==> src/rtl/surf_dout_event_emitter.sv <==
// Emits one fixed-length dout event per queued trigger: a 4-byte header, then NUM_CH*CH_BYTES data bytes.
// Latency: each byte is registered and appears on the cycle after its pace tick. Events are separated by at least one empty slot.
// Backpressure: none on the output. SURF_DOUT_TEST_PATTERN_EN replaces the data bytes with the low byte of the byte index.
module surf_dout_event_emitter #(
    parameter int NUM_CH      = 8,
    parameter int CH_BYTES    = 1536,
    parameter int BYTE_PERIOD = 4,
    parameter int TRIG_DEPTH  = 16
) (
    input  logic        aclk,
    input  logic        aresetn,
    input  logic        trig_i,
    input  logic [14:0] trig_time_i,
    input  logic [7:0]  s_data_tdata,
    input  logic        s_data_tvalid,
    output logic        s_data_tready,
    output logic [7:0]  m_dout_tdata,
    output logic        m_dout_tvalid,
    output logic        busy_o,
    output logic        trig_overflow_o,
    output logic        underflow_o
);
    localparam int NUM_BYTES = 4 + NUM_CH * CH_BYTES;
    localparam int BCW       = $clog2(NUM_BYTES);
    localparam int PCW       = (BYTE_PERIOD > 1) ? $clog2(BYTE_PERIOD) : 1;
    localparam int QAW       = (TRIG_DEPTH > 1) ? $clog2(TRIG_DEPTH) : 1;

    // GAP is the mandatory empty slot after an event; it is still "busy" so
    // busy_o stays up across back-to-back events.
    typedef enum logic [1:0] {IDLE, HDR, DATA, GAP} state_t;

    state_t           state_q, state_d;
    logic [PCW-1:0]   pace_q;
    logic             tick;
    logic [BCW-1:0]   byte_cnt_q, byte_cnt_d;
    logic [14:0]      cur_time_q, cur_ev_q, evcnt_q;
    logic [7:0]       dout_dat_q, emit_dat;
    logic             dout_vld_q, emit, emit_b0, unf_set;
    logic             ovf_q, unf_q;

    logic [14:0]      q_mem [TRIG_DEPTH];
    logic [QAW-1:0]   q_wr, q_rd;
    logic [QAW:0]     q_cnt;
    logic             q_empty, q_full, q_push, q_pop;
    logic [14:0]      q_head;

    assign tick    = (pace_q == PCW'(BYTE_PERIOD - 1));
    assign q_empty = (q_cnt == '0);
    assign q_full  = (q_cnt == (QAW+1)'(TRIG_DEPTH));
    assign q_push  = trig_i && !q_full;
    assign q_head  = q_mem[q_rd];

    always_comb begin
        state_d    = state_q;
        byte_cnt_d = byte_cnt_q;
        q_pop      = 1'b0;
        emit       = 1'b0;
        emit_b0    = 1'b0;
        emit_dat   = 8'h00;
        unf_set    = 1'b0;
        case (state_q)
            IDLE: begin
                if (tick && !q_empty) begin
                    q_pop      = 1'b1;
                    emit       = 1'b1;
                    emit_b0    = 1'b1;
                    emit_dat   = {1'b1, q_head[14:8]};
                    byte_cnt_d = BCW'(1);
                    state_d    = HDR;
                end
            end
            GAP: begin
                // Popping here arms the next event so B0 goes out on the following tick.
                if (tick) begin
                    if (!q_empty) begin
                        q_pop      = 1'b1;
                        byte_cnt_d = '0;
                        state_d    = HDR;
                    end else begin
                        state_d = IDLE;
                    end
                end
            end
            HDR: begin
                if (tick) begin
                    emit = 1'b1;
                    case (byte_cnt_q[1:0])
                        2'd0: begin
                            emit_b0  = 1'b1;
                            emit_dat = {1'b1, cur_time_q[14:8]};
                        end
                        2'd1:    emit_dat = cur_time_q[7:0];
                        2'd2:    emit_dat = {1'b0, cur_ev_q[14:8]};
                        default: emit_dat = cur_ev_q[7:0];
                    endcase
                    byte_cnt_d = byte_cnt_q + BCW'(1);
                    if (byte_cnt_q[1:0] == 2'd3) state_d = DATA;
                end
            end
            default: begin
                if (tick) begin
                    emit = 1'b1;
`ifdef SURF_DOUT_TEST_PATTERN_EN
                    emit_dat = 8'(byte_cnt_q);
`else
                    emit_dat = s_data_tvalid ? s_data_tdata : 8'h00;
                    unf_set  = !s_data_tvalid;
`endif
                    if (byte_cnt_q == BCW'(NUM_BYTES - 1)) begin
                        byte_cnt_d = '0;
                        state_d    = GAP;
                    end else begin
                        byte_cnt_d = byte_cnt_q + BCW'(1);
                    end
                end
            end
        endcase
    end

    always_ff @(posedge aclk) begin
        if (!aresetn) begin
            state_q    <= IDLE;
            pace_q     <= '0;
            byte_cnt_q <= '0;
            q_wr       <= '0;
            q_rd       <= '0;
            q_cnt      <= '0;
            cur_time_q <= '0;
            cur_ev_q   <= '0;
            evcnt_q    <= '0;
            dout_vld_q <= 1'b0;
            dout_dat_q <= '0;
            ovf_q      <= 1'b0;
            unf_q      <= 1'b0;
        end else begin
            state_q    <= state_d;
            pace_q     <= tick ? '0 : pace_q + PCW'(1);
            byte_cnt_q <= byte_cnt_d;
            dout_vld_q <= emit;
            dout_dat_q <= emit ? emit_dat : 8'h00;
            if (q_push) q_wr <= q_wr + QAW'(1);
            if (q_pop)  q_rd <= q_rd + QAW'(1);
            case ({q_push, q_pop})
                2'b10:   q_cnt <= q_cnt + (QAW+1)'(1);
                2'b01:   q_cnt <= q_cnt - (QAW+1)'(1);
                default: q_cnt <= q_cnt;
            endcase
            if (q_pop) cur_time_q <= q_head;
            if (emit_b0) begin
                cur_ev_q <= evcnt_q;
                evcnt_q  <= evcnt_q + 15'd1;
            end
            if (trig_i && q_full) ovf_q <= 1'b1;
            if (unf_set)          unf_q <= 1'b1;
        end
    end

    always_ff @(posedge aclk) begin
        if (q_push) q_mem[q_wr] <= trig_time_i;
    end

`ifdef SURF_DOUT_TEST_PATTERN_EN
    assign s_data_tready = 1'b0;
`else
    assign s_data_tready = (state_q == DATA) && tick;
`endif
    assign m_dout_tdata    = dout_dat_q;
    assign m_dout_tvalid   = dout_vld_q;
    assign busy_o          = (state_q != IDLE);
    assign trig_overflow_o = ovf_q;
    assign underflow_o     = unf_q;
endmodule

==> config.mk <==
export PLATFORM = sky130hd
export DESIGN_NAME = surf_dout_event_emitter
export DESIGN_NICKNAME = d
export VERILOG_FILES = /design/src/rtl/surf_dout_event_emitter.sv
export SDC_FILE = /design/constraint.sdc
export NUM_CORES = 1
export LEC_CHECK = 0
export CAP_MARGIN = 40
export CELL_PAD_IN_SITES_DETAIL_PLACEMENT = 1
export CELL_PAD_IN_SITES_GLOBAL_PLACEMENT = 2
export CORE_ASPECT_RATIO = 1.5
export CORE_MARGIN = 2
export CORE_UTILIZATION = 49
export DETAILED_ROUTE_END_ITERATION = 6
export GPL_TIMING_DRIVEN = 0
export PLACE_DENSITY_LB_ADDON = 0.08
export SYNTH_ARGS = -nofsm -noshare
export SYNTH_HDL_FRONTEND = slang
export SYNTH_SLANG_ARGS = --single-unit
export TNS_END_PERCENT = 10
==> constraint.sdc <==
create_clock -name aclk -period 8.9 [get_ports aclk]
set_input_delay 1.78 -clock aclk [delete_from_list [all_inputs] [get_ports aclk]]
set_output_delay 1.78 -clock aclk [all_outputs]
set_load 0.1 [all_outputs]
==> results of run 1 <==
metal layers:
metal | wire [um] | global-route usage [%] | vias up
met5 | 0 | 0 | -
met4 | 1100 | 8.66 | 0
met3 | 1160 | 3.25 | 65
met2 | 17800 | 44.1 | 167
met1 | 12600 | 26.3 | 4092
li1 | - | - | 3636
cell usage after synthesis (11+ instances only):
cell type | instances | area, um2
clkbuf_1 | 27 | 101
nand3_1 | 17 | 85.1
or3_1 | 11 | 68.8
nor2_1 | 88 | 330
nand2_1 | 59 | 221
ha_1 | 18 | 225
inv_1 | 16 | 60.1
a21oi_1 | 26 | 130
mux2i_1 | 18 | 180
o22ai_1 | 16 | 100
mux4_2 | 60 | 1350
edfxtp_1 | 240 | 7210
nor3_1 | 18 | 90.1
xnor2_1 | 12 | 105
a22o_1 | 31 | 272
dfxtp_1 | 91 | 1820
sequential cells by signal (all words and copies together) (netlist names), 2 cells and up, named ones only:
signal        flops
q_mem           240
cur_ev_q         15
cur_time_q       15
evcnt_q          15
byte_cnt_q       14
m_dout_tdata      8
q_cnt             5
q_rd              4
q_wr              4
pace_q            2
state_q           2
stage by stage:
| stage | util (%) | setup slack (ns) | cell area [um2] | total power, mW |
|---|---|---|---|---|
| floorplan | - | 5.15 | 13400 | 1.81 |
| global placement | 52.5 | 3.61 | 14200 | 1.87 |
| detailed placement | 54.1 | 4.21 | 14700 | 1.88 |
| CTS | 57.5 | 4.73 | 15600 | 3.12 |
| global route | 57.5 | 4.56 | 15600 | 3.18 |
| finish | 57.5 | 4.77 | 15600 | 3.10 |
worst max-delay path, delay by kind of cell, from the launching register on:
kind                       cells  cell delay, ns
buffers and inverters          3            1.03
and+or+nand+nor                1            0.22
DFF                            1            0.34
adders and majority gates      1            0.19
logic make-up (layout without fill, tap and decap cells):
group	after synthesis	count (layout)	share of synthesized area [%]
flip-flops	331	331	67.3
AND/OR/NAND/NOR	241	241	8.43
AO/OA/AOI/OAI	130	130	7.40
multiplexers	78	78	11.4
buffers and inverters	66	188	2.36
XOR/XNOR	21	21	1.43
adder cells (fa/ha/maj)	18	18	1.68
final timing paths:
| kind | from | endpoint | slack, ns |
|---|---|---|---|
| max reg2reg | state_q[0] | q_cnt[4] | 5.37 |
| max | pace_q[0] | s_data_tready | 4.77 |
| min reg2reg | pace_q[0] | pace_q[0] | 0.43 |
| min | pace_q[0] | pace_q[0] | 0.43 |
layout make-up:
cell class / count / area (um2)
Clock buffer: 38 / 802
Multi-Input combinational cell: 488 / 4120
Fill cell: 2532 / 11500
Tap cell: 342 / 428
Timing Repair Buffer: 68 / 781
Inverter: 17 / 63.8
Sequential cell: 331 / 9030
Buffer: 49 / 253
Clock inverter: 16 / 134
layout by cell type (no fill, tap or decap), types with 6 or more instances in the layout:
cell type and count:
edfxtp_1 240, dfxtp_1 91, nor2_1 78, mux4_2 60
nand2_1 59, clkdlybuf4s50_1 39, clkbuf_1 34, a22o_1 31
clkbuf_16 31, a21oi_1 26, buf_8 23, mux2i_1 18
ha_1 18, nand3_1 17, inv_1 16, o22ai_1 16
nor3_1 14, xnor2_1 12, or3_1 11, nand4_1 10
buf_2 10, nor2_2 10, a31oi_1 9, buf_4 9
o21ai_0 8, xor2_1 8, and2_1 7, a222oi_1 7
o221ai_1 7, buf_6 6, nor2b_1 6
power groups by stage:
stage	logic (mW)	clock network, mW	registers (mW)
global route	0.182	1.32	1.68
finish	0.167	1.25	1.68
CTS	0.170	1.27	1.68
detailed placement	0.170	0	1.71
global placement	0.157	0	1.71
floorplan	0.0939	0	1.71
==> impl_metrics.env, run 1 <==
export IMPL_grt_pass1_vias=8723
export IMPL_die_w_um=139
export IMPL_grt_max_degree=17
export IMPL_synth_edff_count=240
export IMPL_antenna_found_initial=0
export IMPL_clkTransAtPathRegs_ns=0.07
export IMPL_reg2reg_depth=15
export IMPL_drcViolationCount=0
export IMPL_initial_core_util_pct=49.5
export IMPL_syn_inst=885
export IMPL_synth_area_mm2=0.0134
export IMPL_async_reset_ff_share_pct=0
export IMPL_diodes=0
export IMPL_clock_sinks=331
export IMPL_drt_iter0_drc=511
export IMPL_outcome="complete, no violations"
export IMPL_rsz0062_at_grt="no"
export IMPL_dp_cells=1295
export IMPL_cts_buffers=30
export IMPL_num_rows=74
export IMPL_p_sw_mw=0.668
export IMPL_min_path_cells=1
export IMPL_avgSynthCellArea_um2=15.2
export IMPL_grt_overflow=0
export IMPL_max_stage_delay_ns=0.54
export IMPL_cts_buffer_depth=3
export IMPL_synth_nets=930
export IMPL_cts_tree="yes"
export IMPL_worst_slew_pin_slew_ns=0.797
export IMPL_drive_above_1_share_pct=18.0
export IMPL_crit_chain="ha_1 > buf_2 > and2_1 > clkdlybuf4s50_1 > buf_8"
export IMPL_wl_per_cell_um=24.3
export IMPL_ys_seq_area_share_pct=67.3
export IMPL_final_min_clock_period_ns=4.13
export IMPL_cp_required_ns=7.12
export IMPL_final_setup_viol_count=0
export IMPL_setup_tns_ns=0
export IMPL_peakVddDrop_mv=0.251
export IMPL_p_sw_share_pct=21.6
export IMPL_worstPathArrival_ns=2.35
export IMPL_yosys_most_used_dff="edfxtp_1"
export IMPL_finalNonFillerCells=1349
export IMPL_die_y_um=207
export IMPL_p_int_mw=2.43
export IMPL_place_congestion=0.831
export IMPL_power_per_cell_area_mw_per_mm2=198
export IMPL_vias_per_cell=5.90
export IMPL_combPwrFrac_pct=5.4
export IMPL_vias=7960
export IMPL_worst_hold_slack_ns=0.433
export IMPL_io_pins=40
export IMPL_grt_pass1_wl_um=50700
export IMPL_cts_setup_buffers=0
export IMPL_fin_nets=1030
export IMPL_core_area_mm2=0.0271
export IMPL_cp_start_kind="flop"
export IMPL_pwr_share_clk_pct=40.3
export IMPL_syn_to_final_growth_pct=16.3
export IMPL_clock_root_buffer="clkbuf_16"
export IMPL_relSlewSlack_pct=46.9
export IMPL_ys_ff_latch=331
export IMPL_finClkSkew_ns=0.0112
export IMPL_yosysUniqueCellTypes=61
export IMPL_max_freq_ghz=0.242
export IMPL_period_share_pct=46.4
export IMPL_ant_nets=0
export IMPL_endpoint_kind="output port"
export IMPL_worstHoldPathType="reg2reg"
export IMPL_hold_viol_final=0
export IMPL_track_usage_pct=23.1
export IMPL_slew_violations=0
export IMPL_die_area_mm2=0.0288
export IMPL_seqPwrFrac_pct=54.3
export IMPL_ctsHoldBuffers=0
export IMPL_crit_type="reg2out"
export IMPL_cp_slowest_cell="clkdlybuf4s50_1"
export IMPL_drtPass1Iterations=6
export IMPL_critPathMaxFanout=10
export IMPL_drt_total_wl_um=32800
export IMPL_htree_levels=1
export IMPL_drv_cap=0
export IMPL_post_cts_resize_count=0
export IMPL_p_leak_nw=5.13
export IMPL_clk_latency_ns=0.57
export IMPL_numPortBuffers=39
export IMPL_yosysWarnings=0
export IMPL_post_dp_hpwl_um=23100
No activity file was read; power rests on OpenSTA's default activity.
==> run 2: changes to the inputs <==
Settings changed: CORE_UTILIZATION 49 to 45.
Clock period 8.9 ns to 3.8 ns, I/O delays scaled along.
==> run 2 against run 1 <==
Non-clock buffer count unchanged. Critical path depth increased by 9. Total power increased by 130%. Clock skew decreased by 0.0035 ns. Global-route usage decreased by 1.5 points. Wire length increased by 0.76%. Largest cell class unchanged.
==> impl_metrics.env, run 2 (same netlist as run 1, synthesis figures left out) <==
export IMPL_place_congestion=0.805
export IMPL_n_fill_cell=2771
export IMPL_crit_chain="buf_2 > or4_4 > buf_6 > o211a_4 > buf_6 > buf_6 > ha_1 > clkbuf_2 > xor2_1 > ha_1 > a41oi_1 > xor2_1 > or3_1 > a21oi_1"
export IMPL_r2r_start="q_cnt[2]"
export IMPL_r2r_end="q_cnt[2]"
export IMPL_crit_top_cell="buf_6"
export IMPL_fin_nets=1031
export IMPL_max_freq_ghz=0.285
export IMPL_cp_required_ns=4.29
export IMPL_power_mw=7.27
export IMPL_worstHoldPathType="reg2reg"
export IMPL_max_stage_delay_ns=0.49
export IMPL_diodes=0
export IMPL_clock_root_buffer="clkbuf_16"
export IMPL_vias_per_cell=5.67
export IMPL_drtPass1Iterations=6
export IMPL_wl_per_cell_um=23.5
export IMPL_grt_pass1_vias=8794
export IMPL_grt_overflow=0
export IMPL_outcome="complete, no violations"
export IMPL_worst_slew_pin_slew_ns=0.882
export IMPL_vias=7960
export IMPL_multi_input_area_mm2=0.00412
export IMPL_drt_iter0_drc=460
export IMPL_cts_buffers=31
export IMPL_clock_sinks=331
export IMPL_drive_above_1_share_pct=18.3
export IMPL_grt_pass1_wl_um=51800
export IMPL_power_per_cell_area_mw_per_mm2=463
export IMPL_cp_slowest_cell="or4_4"
export IMPL_drcViolationCount=0
export IMPL_core_area_mm2=0.0294
export IMPL_antenna_found_initial=0
export IMPL_drv_cap=0
export IMPL_initial_core_util_pct=45.7
export IMPL_htree_levels=1
export IMPL_clkTransAtPathRegs_ns=0.07
export IMPL_largest_reg_flops=240
export IMPL_die_y_um=215
export IMPL_register_area_mm2=0.00903
export IMPL_rrSetupSlack_ns=0.29
export IMPL_die_w_um=145
export IMPL_peakVddDrop_mv=0.376
export IMPL_p_leak_nw=5.14
export IMPL_final_setup_viol_count=0
export IMPL_num_rows=77
export IMPL_track_usage_pct=21.6
export IMPL_die_area_mm2=0.0312
export IMPL_slew_violations=0
export IMPL_min_path_cells=1
export IMPL_reg2reg_depth=14
export IMPL_cts_tree="yes"
export IMPL_syn_to_final_growth_pct=17.0
export IMPL_endpoint_kind="flop"
export IMPL_cp_start_kind="flop"
export IMPL_worstPathArrival_ns=4.00
export IMPL_final_cell_mix="edfxtp_1, dfxtp_1, nor2_1"
export IMPL_regMostFlops="q_mem"
export IMPL_period_share_pct=92.5
export IMPL_hold_viol_final=0
export IMPL_ant_nets=0
export IMPL_worst_hold_slack_ns=0.435
export IMPL_drt_total_wl_um=33000
export IMPL_numPortBuffers=39
export IMPL_post_dp_hpwl_um=23700
export IMPL_ctsHoldBuffers=0
export IMPL_hold_path_startpoint="pace_q[0]"
export IMPL_grt_max_degree=17
export IMPL_rsz0062_at_grt="no"
export IMPL_hold_path_endpoint="pace_q[0]"
export IMPL_layout_commonest_cell="edfxtp_1"
export IMPL_clk_latency_ns=0.57
export IMPL_io_pins=40
export IMPL_final_min_clock_period_ns=3.51
export IMPL_critPathMaxFanout=10
export IMPL_cts_buffer_depth=3
export IMPL_crit_type="reg2reg"
export IMPL_finClkSkew_ns=0.00768
export IMPL_relSlewSlack_pct=41.2
==> run 2: how the worst max path moves through the flow <==
stage / from / endpoint / slack (ns)
after detailed placement: trig_i / q_cnt[2] / -0.13
final: q_cnt[2] / q_cnt[2] / 0.29
after CTS: state_q[0] / q_cnt[2] / 0.13
after floorplan: q_cnt[1] / q_cnt[2] / 0.70
after global routing: state_q[0] / q_cnt[2] / 0.11
after global placement: trig_i / q_mem[3][6] / -0.75
==> run 2: where the power goes <==
group | leakage (nW) | switching [mW] | internal, mW
registers | 2.90 | 0.0203 | 3.92
logic | 1.78 | 0.241 | 0.151
clock network | 0.457 | 1.32 | 1.62
total | 5.14 | 1.58 | 5.69
==> run 2: per-layer routing <==
| metal | wire, um | up-vias | share of wire (%) | global-route usage [%] |
|---|---|---|---|---|
| li1 | - | 3638 | - | - |
| met1 | 12600 | 4111 | 38 | 24.9 |
| met2 | 18000 | 150 | 55 | 40.7 |
| met3 | 1010 | 61 | 3.1 | 2.60 |
| met4 | 1370 | 0 | 4.2 | 9.01 |
| met5 | 0 | - | 0 | 0 |
==> run 2: per-stage QoR <==
step                cells  setup slack, ns  TNS, ns  instance area, um2  util, %
floorplan             885            0.701        0               13400        -
global placement     1319           -0.745   -45.04               14300     48.7
detailed placement   1348           -0.127   -0.127               14800     50.2
CTS                  1405            0.132        0               15700     53.4
global route         1405            0.109        0               15700     53.4
finish               1405            0.286        0               15700     53.4
==> run 2: worst max-delay path, delay by kind of cell, from the launching register on <==
family                     cells  cell delay [ns]
AOI/OAI and AO/OA              3             0.71
xor gates and xnor gates       2             0.31
and+or+nand+nor                2             0.83
buffers and inverters          5             0.83
adders and majority gates      2             0.44
DFF                            1             0.30
==> run 2: cell type report <==
cell class	instances	share of cell area, %
sequential	331	57.5
multi-input combinational	488	26.3
timing repair buffer	68	5.07
clock buffer	36	5.06
tap	395	3.15
buffer	49	1.62
clock inverter	21	0.964
inverter	17	0.406
==> run 2: what timing repair did <==
item,CTS,global route
buffers inserted,0,0
setup endpoints to repair,0,2
resized for setup,0,2
endpoints found under the hold margin,0,0
==> run 3: changes to the inputs <==
Settings changed: ABC_CLOCK_PERIOD_IN_PS from default to 3800.
==> results of run 3 <==
Final layout, timing and power as in run 2 (identical DEF).
